==> src/rtl/vga_pkg.sv <==
// Shared VGA 640x480 timing defaults, derived totals and the
// lock/run state encoding used by the timing generator.
package vga_pkg;

    localparam int CLK_DIV_DEF   = 8;
    localparam int LOCK_WAIT_DEF = 1024;

    localparam int H_ACTIVE_DEF = 640;
    localparam int H_FP_DEF     = 16;
    localparam int H_SYNC_DEF   = 96;
    localparam int H_BP_DEF     = 48;

    localparam int V_ACTIVE_DEF = 480;
    localparam int V_FP_DEF     = 10;
    localparam int V_SYNC_DEF   = 2;
    localparam int V_BP_DEF     = 33;

    localparam int H_TOTAL_DEF =
        H_ACTIVE_DEF + H_FP_DEF + H_SYNC_DEF + H_BP_DEF;
    localparam int V_TOTAL_DEF =
        V_ACTIVE_DEF + V_FP_DEF + V_SYNC_DEF + V_BP_DEF;

    localparam int H_SYNC_START_DEF = H_ACTIVE_DEF + H_FP_DEF;
    localparam int H_SYNC_END_DEF   = H_SYNC_START_DEF + H_SYNC_DEF - 1;
    localparam int V_SYNC_START_DEF = V_ACTIVE_DEF + V_FP_DEF;
    localparam int V_SYNC_END_DEF   = V_SYNC_START_DEF + V_SYNC_DEF - 1;

    typedef enum logic {
        WAIT_LOCK = 1'b0,
        RUN       = 1'b1
    } vga_state_e;

    // Width of a counter that must hold 0..n-1.
    function automatic int cnt_width(input int n);
        return (n <= 2) ? 1 : $clog2(n);
    endfunction

endpackage

==> src/rtl/vga_lock_qual.sv <==
// PLL lock synchroniser plus consecutive-high qualification counter;
// lock_ok rises once the synchronised lock has been high LOCK_WAIT cycles.
module vga_lock_qual
    import vga_pkg::*;
#(
    parameter int LOCK_WAIT = LOCK_WAIT_DEF
) (
    input  logic clock_in,
    input  logic reset_n,
    input  logic locked,
    output logic lock_ok
);

    localparam int CW = cnt_width(LOCK_WAIT);
    localparam logic [CW-1:0] CNT_LAST = CW'(LOCK_WAIT - 1);

    logic          meta_q;
    logic          sync_q;
    logic [CW-1:0] cnt_q;
    logic [CW-1:0] cnt_d;

    // Saturates at LOCK_WAIT-1; any low sample restarts from zero.
    always_comb begin
        cnt_d = '0;
        if (sync_q) begin
            cnt_d = (cnt_q == CNT_LAST) ? cnt_q : cnt_q + CW'(1);
        end
    end

    always_ff @(posedge clock_in or negedge reset_n) begin
        if (!reset_n) begin
            meta_q <= 1'b0;
            sync_q <= 1'b0;
            cnt_q  <= '0;
        end else begin
            meta_q <= locked;
            sync_q <= meta_q;
            cnt_q  <= cnt_d;
        end
    end

    assign lock_ok = sync_q && (cnt_q == CNT_LAST);

endmodule

==> src/rtl/vga_timing.sv <==
// VGA timing generator: pixel divider, x/y raster counters and
// registered sync/active/frame strobes, gated by PLL lock.
module vga_timing
    import vga_pkg::*;
#(
    parameter int CLK_DIV   = CLK_DIV_DEF,
    parameter int LOCK_WAIT = LOCK_WAIT_DEF,
    parameter int H_ACTIVE  = H_ACTIVE_DEF,
    parameter int H_FP      = H_FP_DEF,
    parameter int H_SYNC    = H_SYNC_DEF,
    parameter int H_BP      = H_BP_DEF,
    parameter int V_ACTIVE  = V_ACTIVE_DEF,
    parameter int V_FP      = V_FP_DEF,
    parameter int V_SYNC    = V_SYNC_DEF,
    parameter int V_BP      = V_BP_DEF
) (
    input  logic       clock_in,
    input  logic       reset_n,
    input  logic       locked,
    output logic       pix_en,
    output logic       hsync,
    output logic       vsync,
    output logic       active,
    output logic [9:0] x,
    output logic [9:0] y,
    output logic       frame_start
);

    localparam int H_TOTAL = H_ACTIVE + H_FP + H_SYNC + H_BP;
    localparam int V_TOTAL = V_ACTIVE + V_FP + V_SYNC + V_BP;
    localparam int DW      = cnt_width(CLK_DIV);

    localparam logic [DW-1:0] DIV_LAST = DW'(CLK_DIV - 1);
    localparam logic [9:0] X_LAST   = 10'(H_TOTAL - 1);
    localparam logic [9:0] Y_LAST   = 10'(V_TOTAL - 1);
    localparam logic [9:0] HS_START = 10'(H_ACTIVE + H_FP);
    localparam logic [9:0] HS_END   = 10'(H_ACTIVE + H_FP + H_SYNC - 1);
    localparam logic [9:0] VS_START = 10'(V_ACTIVE + V_FP);
    localparam logic [9:0] VS_END   = 10'(V_ACTIVE + V_FP + V_SYNC - 1);
    localparam logic [9:0] X_VIS    = 10'(H_ACTIVE);
    localparam logic [9:0] Y_VIS    = 10'(V_ACTIVE);

    logic lock_ok;

    vga_state_e    state_q;
    vga_state_e    state_d;
    logic [DW-1:0] div_q;
    logic [DW-1:0] div_d;
    logic [9:0]    x_q;
    logic [9:0]    x_d;
    logic [9:0]    y_q;
    logic [9:0]    y_d;

    logic pix_q;
    logic pix_d;
    logic hs_q;
    logic hs_d;
    logic vs_q;
    logic vs_d;
    logic act_q;
    logic act_d;
    logic fs_q;
    logic fs_d;
    logic run_d;

    vga_lock_qual #(
        .LOCK_WAIT(LOCK_WAIT)
    ) u_lock_qual (
        .clock_in(clock_in),
        .reset_n (reset_n),
        .locked  (locked),
        .lock_ok (lock_ok)
    );

    // Counters only advance while staying in RUN; entry and exit clear them.
    always_comb begin
        state_d = lock_ok ? RUN : WAIT_LOCK;
        div_d   = '0;
        x_d     = '0;
        y_d     = '0;
        if (state_q == RUN && state_d == RUN) begin
            div_d = div_q + DW'(1);
            x_d   = x_q;
            y_d   = y_q;
            if (div_q == DIV_LAST) begin
                div_d = '0;
                if (x_q == X_LAST) begin
                    x_d = '0;
                    y_d = (y_q == Y_LAST) ? '0 : y_q + 10'd1;
                end else begin
                    x_d = x_q + 10'd1;
                end
            end
        end
    end

    // Strobes are decoded from next-state so they register alongside it.
    always_comb begin
        run_d = (state_d == RUN);
        pix_d = run_d && (div_d == DIV_LAST);
        hs_d  = !(run_d && x_d >= HS_START && x_d <= HS_END);
        vs_d  = !(run_d && y_d >= VS_START && y_d <= VS_END);
        act_d = run_d && (x_d < X_VIS) && (y_d < Y_VIS);
        fs_d  = pix_d && (x_d == 10'd0) && (y_d == 10'd0);
    end

    always_ff @(posedge clock_in or negedge reset_n) begin
        if (!reset_n) begin
            state_q <= WAIT_LOCK;
            div_q   <= '0;
            x_q     <= '0;
            y_q     <= '0;
            pix_q   <= 1'b0;
            hs_q    <= 1'b1;
            vs_q    <= 1'b1;
            act_q   <= 1'b0;
            fs_q    <= 1'b0;
        end else begin
            state_q <= state_d;
            div_q   <= div_d;
            x_q     <= x_d;
            y_q     <= y_d;
            pix_q   <= pix_d;
            hs_q    <= hs_d;
            vs_q    <= vs_d;
            act_q   <= act_d;
            fs_q    <= fs_d;
        end
    end

    assign pix_en      = pix_q;
    assign hsync       = hs_q;
    assign vsync       = vs_q;
    assign active      = act_q;
    assign x           = x_q;
    assign y           = y_q;
    assign frame_start = fs_q;

endmodule
==> config.mk <==
export PLATFORM = sky130hd
export DESIGN_NAME = vga_timing
export DESIGN_NICKNAME = d
export VERILOG_FILES = /design/src/rtl/vga_pkg.sv /design/src/rtl/vga_lock_qual.sv /design/src/rtl/vga_timing.sv
export SDC_FILE = /design/constraint.sdc
export NUM_CORES = 1
export LEC_CHECK = 0
export BUFFER_PORTS_ARGS = -buffer_cell sky130_fd_sc_hd__buf_2
export CAP_MARGIN = 40
export CELL_PAD_IN_SITES_DETAIL_PLACEMENT = 2
export CELL_PAD_IN_SITES_GLOBAL_PLACEMENT = 2
export CORE_ASPECT_RATIO = 0.9
export CORE_UTILIZATION = 36
export DETAILED_ROUTE_END_ITERATION = 10
export GPL_ROUTABILITY_DRIVEN = 0
export PLACE_DENSITY_LB_ADDON = 0.1
export SLEW_MARGIN = 20
export SYNTH_ARGS = -nofsm -noshare
export SYNTH_HDL_FRONTEND = slang
export SYNTH_SLANG_ARGS = --single-unit
export TNS_END_PERCENT = 50
==> constraint.sdc <==
create_clock -name clock_in -period 2.73 [get_ports clock_in]
set_clock_uncertainty 0.15 [all_clocks]
set_input_delay 0.546 -clock clock_in [delete_from_list [all_inputs] [get_ports clock_in]]
set_output_delay 0.546 -clock clock_in [all_outputs]
set_load 0.03 [all_outputs]
==> results.md, run 1 <==
* Outcome: finished clean
* Skew-Pair Late Insertion Delay at between 200 and 300 ps
* Critical-path cell list: inv_1 -> ha_1 -> nor4bb_1 -> and4bb_2 -> o22ai_1 -> o31ai_1 -> nand4_1 -> nor4_1
* Critical path's top delay family: simple AND/OR/NAND/NOR gates
* First-pass DRT Iterations at 4
* Fin crit period at ~2600 ps
* Die area at approximately 6700 sq um
* Comb power frac at 0.023
* VDD IR max at 0.0002038 V
* Top_reg_cell synth: dfrtp_1
* Placement Cell Area at 2641 sq um
* DR WL met2 at 3.555 mm
* TritonCTS Buffers at 5
* Max Cap Violations at 0
* NumNets Final at 290
* CTS tree: yes
* LEAKAGE at 1.281 nW
* Max stage delay on crit path at 470 ps
* Most frequent cells in the layout: dfrtp_1, buf_2, nor2_1
* Clock sinks at 41
* Max Used Layer: met4
* CP required at approximately 2800 ps
* Chip width at 86.11 um
* NetSw at 0.2453 mW
* Port Buffer Count at 27
* DRT Wirelength at 7.106 mm
* Remaining DRCs at 0
* Crit. End Element: flop
* Total track usage at 0.2304
* Initial antenna violation count at 0
* Slowest cell on the critical path: dfrtp_1
* Synth Register Bits at 41
* Post-synth top area share at 0.4258
* Commonest non-fill, non-tap cell in the layout: dfrtp_1
* Share of layout cells above drive strength 1 at 0.2660
* Final ANT Viol Nets at 0
* CP startpoint kind: flop
* Hold WC Path Type: primary input to async pin
* CTS Buffer Depth at 2
* GR Overflow Total at 0
* Top cells by area, synth: dfrtp_1, xor2_1, nor2_1, nand4_1, nand3_1
* FP Rows at 27
* Avg Inst Size Synth at 9.754 sq um
* Initial Util at 0.3728
* Worst-Margin Slew at 552.3 ps
* Final hold violation count at 0
* Post-Syn Nets at 244
* Setup TNS at 0 ps
* CP Max Fanout at 6
* Met3 wire length at between 150 and 200 um
* Worst-path clk slew at 90 ps
* DR WL/cell at between 15 and 20 um
* Sequential power share at 0.564
* Mapped Cells at 235
* Die Ht at 77.70 um
* CP bufs+invs at 1
* Clk pwr share at 0.412
* Routed vias at 2,010
* RSZ-0062 raised after global routing: no
* Via density at 5.447
* Internal power at 0.8474 mW
* Max Slew Vio Count at 0
* Post-synthesis cell area at 2292 sq um
* Ports at 28
* Sw Ratio at 0.2245
* Number of synthesized flops with an enable pin at 0
* First DRT Iteration DRCs at 82
* Power Total at 1.093 mW
* Final number of setup-violating endpoints at 0
* Distinct cells, synth at 53
* Syn. warnings at 0
* Fmax achieved at 383.5 MHz
* Synth area leader: dfrtp_1
* Pwr/cell area at 392.3 nW/um^2
* DP HPWL at 5.224 mm
* Final instance area at approximately 2800 sq um
* Worst EP arrival at 2650 ps
* Largest net degree at the start of global routing at 42
* Crit share post-route at 0.9551
* Setup Crit Path Kind: flop to flop
* Sequential element share of the synthesized area at 0.4487
* Ant diodes at 0
* Synth async-reset ratio at 1.000
* Headroom to the max-slew limit at 0.6318
* H-tree depth at 2
* M1 WL at roughly 3.3 mm
* Syn-to-layout area delta at 21.51%
* First-pass GRT wire length at 11.84 mm
* Fin util at 0.4530
* Clock Tree Root: clkbuf_8
* Core area at roughly 6100 sq um
* Vias in the first global route at 2,239
## synthesized netlist by cell type, types with 2 or more instances
cell / count
a21oi_1: 6
a311oi_1: 2
a31o_2: 2
and2_1: 8
and3_1: 5
and4_1: 6
buf_2: 2
clkbuf_1: 5
dfrtp_1: 39
dfstp_2: 2
ha_1: 6
inv_1: 9
mux2i_1: 3
nand2_1: 16
nand2b_1: 4
nand3_1: 16
nand4_1: 13
nor2_1: 24
nor2b_1: 3
nor3_1: 4
nor4_1: 3
nor4_4: 2
o21a_1: 2
o21ai_0: 3
o22ai_1: 2
o31ai_1: 4
or4_1: 3
xnor2_1: 6
xor2_1: 11
## metrics by stage
| stage | setup WS (ps) | hold WS, ps | std cells |
|---|---|---|---|
| floorplan | 193.3 | 100.4 | 235 |
| global placement | 99.36 | 186.6 | 360 |
| detailed placement | 49.43 | 187.9 | 360 |
| CTS | 23.32 | 192.1 | 368 |
| global route | 8.026 | 192.4 | 369 |
| finish | 122.7 | 166.9 | 369 |
## cell type report
class                           instances  area (sq um)
Tap cell                               87         108.9
Fill cell                             685          3363
Multi-Input combinational cell        175          1216
Clock buffer                            7         96.34
Clock inverter                          1         5.005
Inverter                               10         37.54
Timing Repair Buffer                   48         292.8
Sequential cell                        41          1028
## flip-flops by register name, summed over array words and instances, names as in the netlist
register and count:
active 1, u_lock_qual.cnt_q 10, y 10, state_q 1, x 10, pix_en 1, frame_start 1, vsync 1
hsync 1, u_lock_qual.meta_q 1, u_lock_qual.sync_q 1, div_q 3
## kinds of logic after synthesis
family                   share of synthesized area
AO/OA/AOI/OAI                               0.1064
XOR/XNOR                                   0.06496
adder cells (fa/ha/maj)                    0.03275
buffers and inverters                      0.03602
flip-flops                                  0.4487
multiplexers                               0.01801
AND/OR/NAND/NOR                             0.2931
## power groups by stage
stage	combinational, mW	sequential (mW)	clock, mW
after floorplan	0.00795	0.627	0
after detailed placement	0.0271	0.628	0
after global placement	0.0265	0.628	0
after global routing	0.0302	0.617	0.489
final	0.0256	0.616	0.451
after CTS	0.0274	0.616	0.467
## worst paths after layout
| path | start | end | slack, ps | depth (start not counted) |
|---|---|---|---|---|
| max in group asynchronous | reset_n | u_lock_qual.cnt_q[8]$_DFFE_PN0P_ | 1880 | 2 |
| worst min-delay path | reset_n | x[8]$_DFF_PN0_ | 170 | 2 |
| worst min register to register | u_lock_qual.meta_q$_DFF_PN0_ | u_lock_qual.sync_q$_DFF_PN0_ | 210 | 0 |
| worst max register to register | y[0]$_DFF_PN0_ | frame_start$_DFF_PN0_ | 120 | 8 |
| min in group clock_in | u_lock_qual.meta_q$_DFF_PN0_ | u_lock_qual.sync_q$_DFF_PN0_ | 210 | 0 |
| worst max-delay path | y[0]$_DFF_PN0_ | frame_start$_DFF_PN0_ | 120 | 8 |
## metal layers
layer,up-vias,GRT usage
li1,944,-
met1,1033,0.3041
met2,26,0.3944
met3,7,0.03404
met4,0,0.05833
met5,-,0
## repair_timing
item,4_1_cts,5_1_grt
hold buffers,0,0
endpoints found under the setup margin,0,4
setup buffers,0,1
gates resized for setup,0,7
Power figures use the tool's default switching activity.
==> inputs of run 2 (changes only) <==
--- a/config.mk
+++ b/config.mk
@@ -11,8 +11,10 @@
 export CELL_PAD_IN_SITES_GLOBAL_PLACEMENT = 2
 export CORE_ASPECT_RATIO = 0.9
 export CORE_UTILIZATION = 36
+export CTS_CLUSTER_DIAMETER = 30
 export DETAILED_ROUTE_END_ITERATION = 10
 export GPL_ROUTABILITY_DRIVEN = 0
+export MAX_ROUTING_LAYER = met4
 export PLACE_DENSITY_LB_ADDON = 0.1
 export SLEW_MARGIN = 20
 export SYNTH_ARGS = -nofsm -noshare
==> run 2 against run 1 <==
  * Fmax is essentially flat
  * Via count decreased by 0.45%
  * Cell count did not move
  * Largest cell class unchanged
  * Critical path type unchanged
  * Flip-flop and latch count unchanged
  * Largest power group unchanged
  * Critical path depth stayed put
==> results.md, run 2 (synthesized netlist as in run 1, its figures left out) <==
* Fin worst setup slack at 122.1 ps
* GR Util met1 at 0.3041
* Setup TNS at 0 ps
* Top Usage Layer GRT: met2
* Final instance area at 2785 sq um
* Fin util at 0.4530
* Ant diodes at 0
* Clock sinks at between 40 and 50
* CTS tree: yes
* LEAKAGE at 1.281 nW
* Crit share post-route at 0.9553
* Outcome: finished clean
* Fmax achieved at 383.4 MHz
* Die Ht at 77.70 um
* FP Rows at 27
* Most frequent cells in the layout: dfrtp_1, buf_2, nor2_1
* Vias in the first global route at about 2,200
* CP required at 2770 ps
* GRT met2 Usage at 0.3944
* DP HPWL at 5.224 mm
* Final ANT Viol Nets at 0
* CP Max Fanout at 6
* Fin crit period at between 2000 and 3000 ps
* # fillers at 685
* Chip width at 86.11 um
* TritonCTS Buffers at 5
* Routed vias at 2,001
* Remaining DRCs at 0
* First-pass DRT Iterations at 4
* CP startpoint kind: flop
* GR Overflow Total at 0
* Hold_buf cts at 0
* Worst-path clk slew at 80 ps
* First-pass GRT wire length at 11.83 mm
* Placement Cell Area at 2641 sq um
* First DRT Iteration DRCs at 71
* H-tree depth at 2
* Final hold violation count at 0
* NumNets Final at 290
* M3 GR Usage at 0.03404
* Commonest non-fill, non-tap cell in the layout: dfrtp_1
* Max Cap Violations at 0
* Worst-Margin Slew at 555.3 ps
* Syn-to-layout area delta at 21.51%
* Total track usage at 0.2369
* Worst EP arrival at 2650 ps
* Pwr/cell area at around 400 nW/um^2
* Max Slew Vio Count at 0
* Initial antenna violation count at 0
* VDD IR max at a little over 0.0002 V
* Final number of setup-violating endpoints at 0
* RSZ-0062 raised after global routing: no
* Skew-Pair Late Insertion Delay at 290 ps
* Die area at 6691 sq um
* Setup Crit Path Kind: flop to flop
* DR WL/cell at 19.24 um
* DRT Wirelength at ~7.1 mm
* Via density at 5.423
* Hold WC Path Type: primary input to async pin
* Largest net degree at the start of global routing at 42
* Dpl ws at 49.43 ps
* Core area at between 6000 and 7000 sq um
* Share of layout cells above drive strength 1 at 0.2660
* Initial Util at 0.3728
* Ports at 28
* Crit. End Element: flop
* Clock Tree Root: clkbuf_8
* Port Buffer Count at 27
* Headroom to the max-slew limit at 0.6298
* CTS Buffer Depth at 2
* Power Total at 1.092 mW
## run 2: cell counts in the layout (fill, tap and decap cells not counted)
Identical to the previous run, type by type.
## run 2: timing repair
item	in CTS	in global routing
gates resized for setup	0	7
setup buffers	0	1
endpoints found under the setup margin	0	4
## run 2: cell type report
class,count,area (sq um),area share
Clock buffer,7,96.34,0.03459
Clock inverter,1,5.005,0.001797
Inverter,10,37.54,0.01348
Multi-Input combinational cell,175,1216,0.4367
Sequential cell,41,1028,0.3693
Tap cell,87,108.9,0.03908
Timing Repair Buffer,48,292.8,0.1051
## run 2: per-layer routing
layer / vias up / routed length (um)
met1: 1027 / 3338
met3: 7 / 144
met5: - / 0
li1: 944 / -
met4: 0 / 55
met2: 23 / 3559
## run 2: path summary, 6_finish.rpt
check | startpoint | endpoint | slack [ps] | cells past startpoint
setup reg to reg | y[0]$_DFF_PN0_ | frame_start$_DFF_PN0_ | 120 | 8
hold reg to reg | u_lock_qual.meta_q$_DFF_PN0_ | u_lock_qual.sync_q$_DFF_PN0_ | 210 | 0
max in group asynchronous | reset_n | u_lock_qual.cnt_q[8]$_DFFE_PN0P_ | 1880 | 2
hold / removal | reset_n | x[8]$_DFF_PN0_ | 170 | 2
min in group clock_in | u_lock_qual.meta_q$_DFF_PN0_ | u_lock_qual.sync_q$_DFF_PN0_ | 210 | 0
setup / recovery | y[0]$_DFF_PN0_ | frame_start$_DFF_PN0_ | 120 | 8
## run 2: report_power, final
group	internal, mW	switching (mW)
sequential	0.612	0.00456
clock	0.229	0.221
combinational	0.00651	0.0192
total	0.847	0.244
## run 2: per-stage QoR
stage                     hold WS, ps  instances
after floorplan                 100.4        235
after global placement          186.6        360
after detailed placement        187.9        360
after CTS                       192.1        368
after global routing            192.4        369
final                           169.8        369
## run 2: critical path, cell delays in order, from the launching register on
cell	delay, ps
dfrtp_1	460
inv_1	110
ha_1	160
nor4bb_1	340
and4bb_2	370
o22ai_1	140
o31ai_1	320
nand4_1	140
nor4_1	300
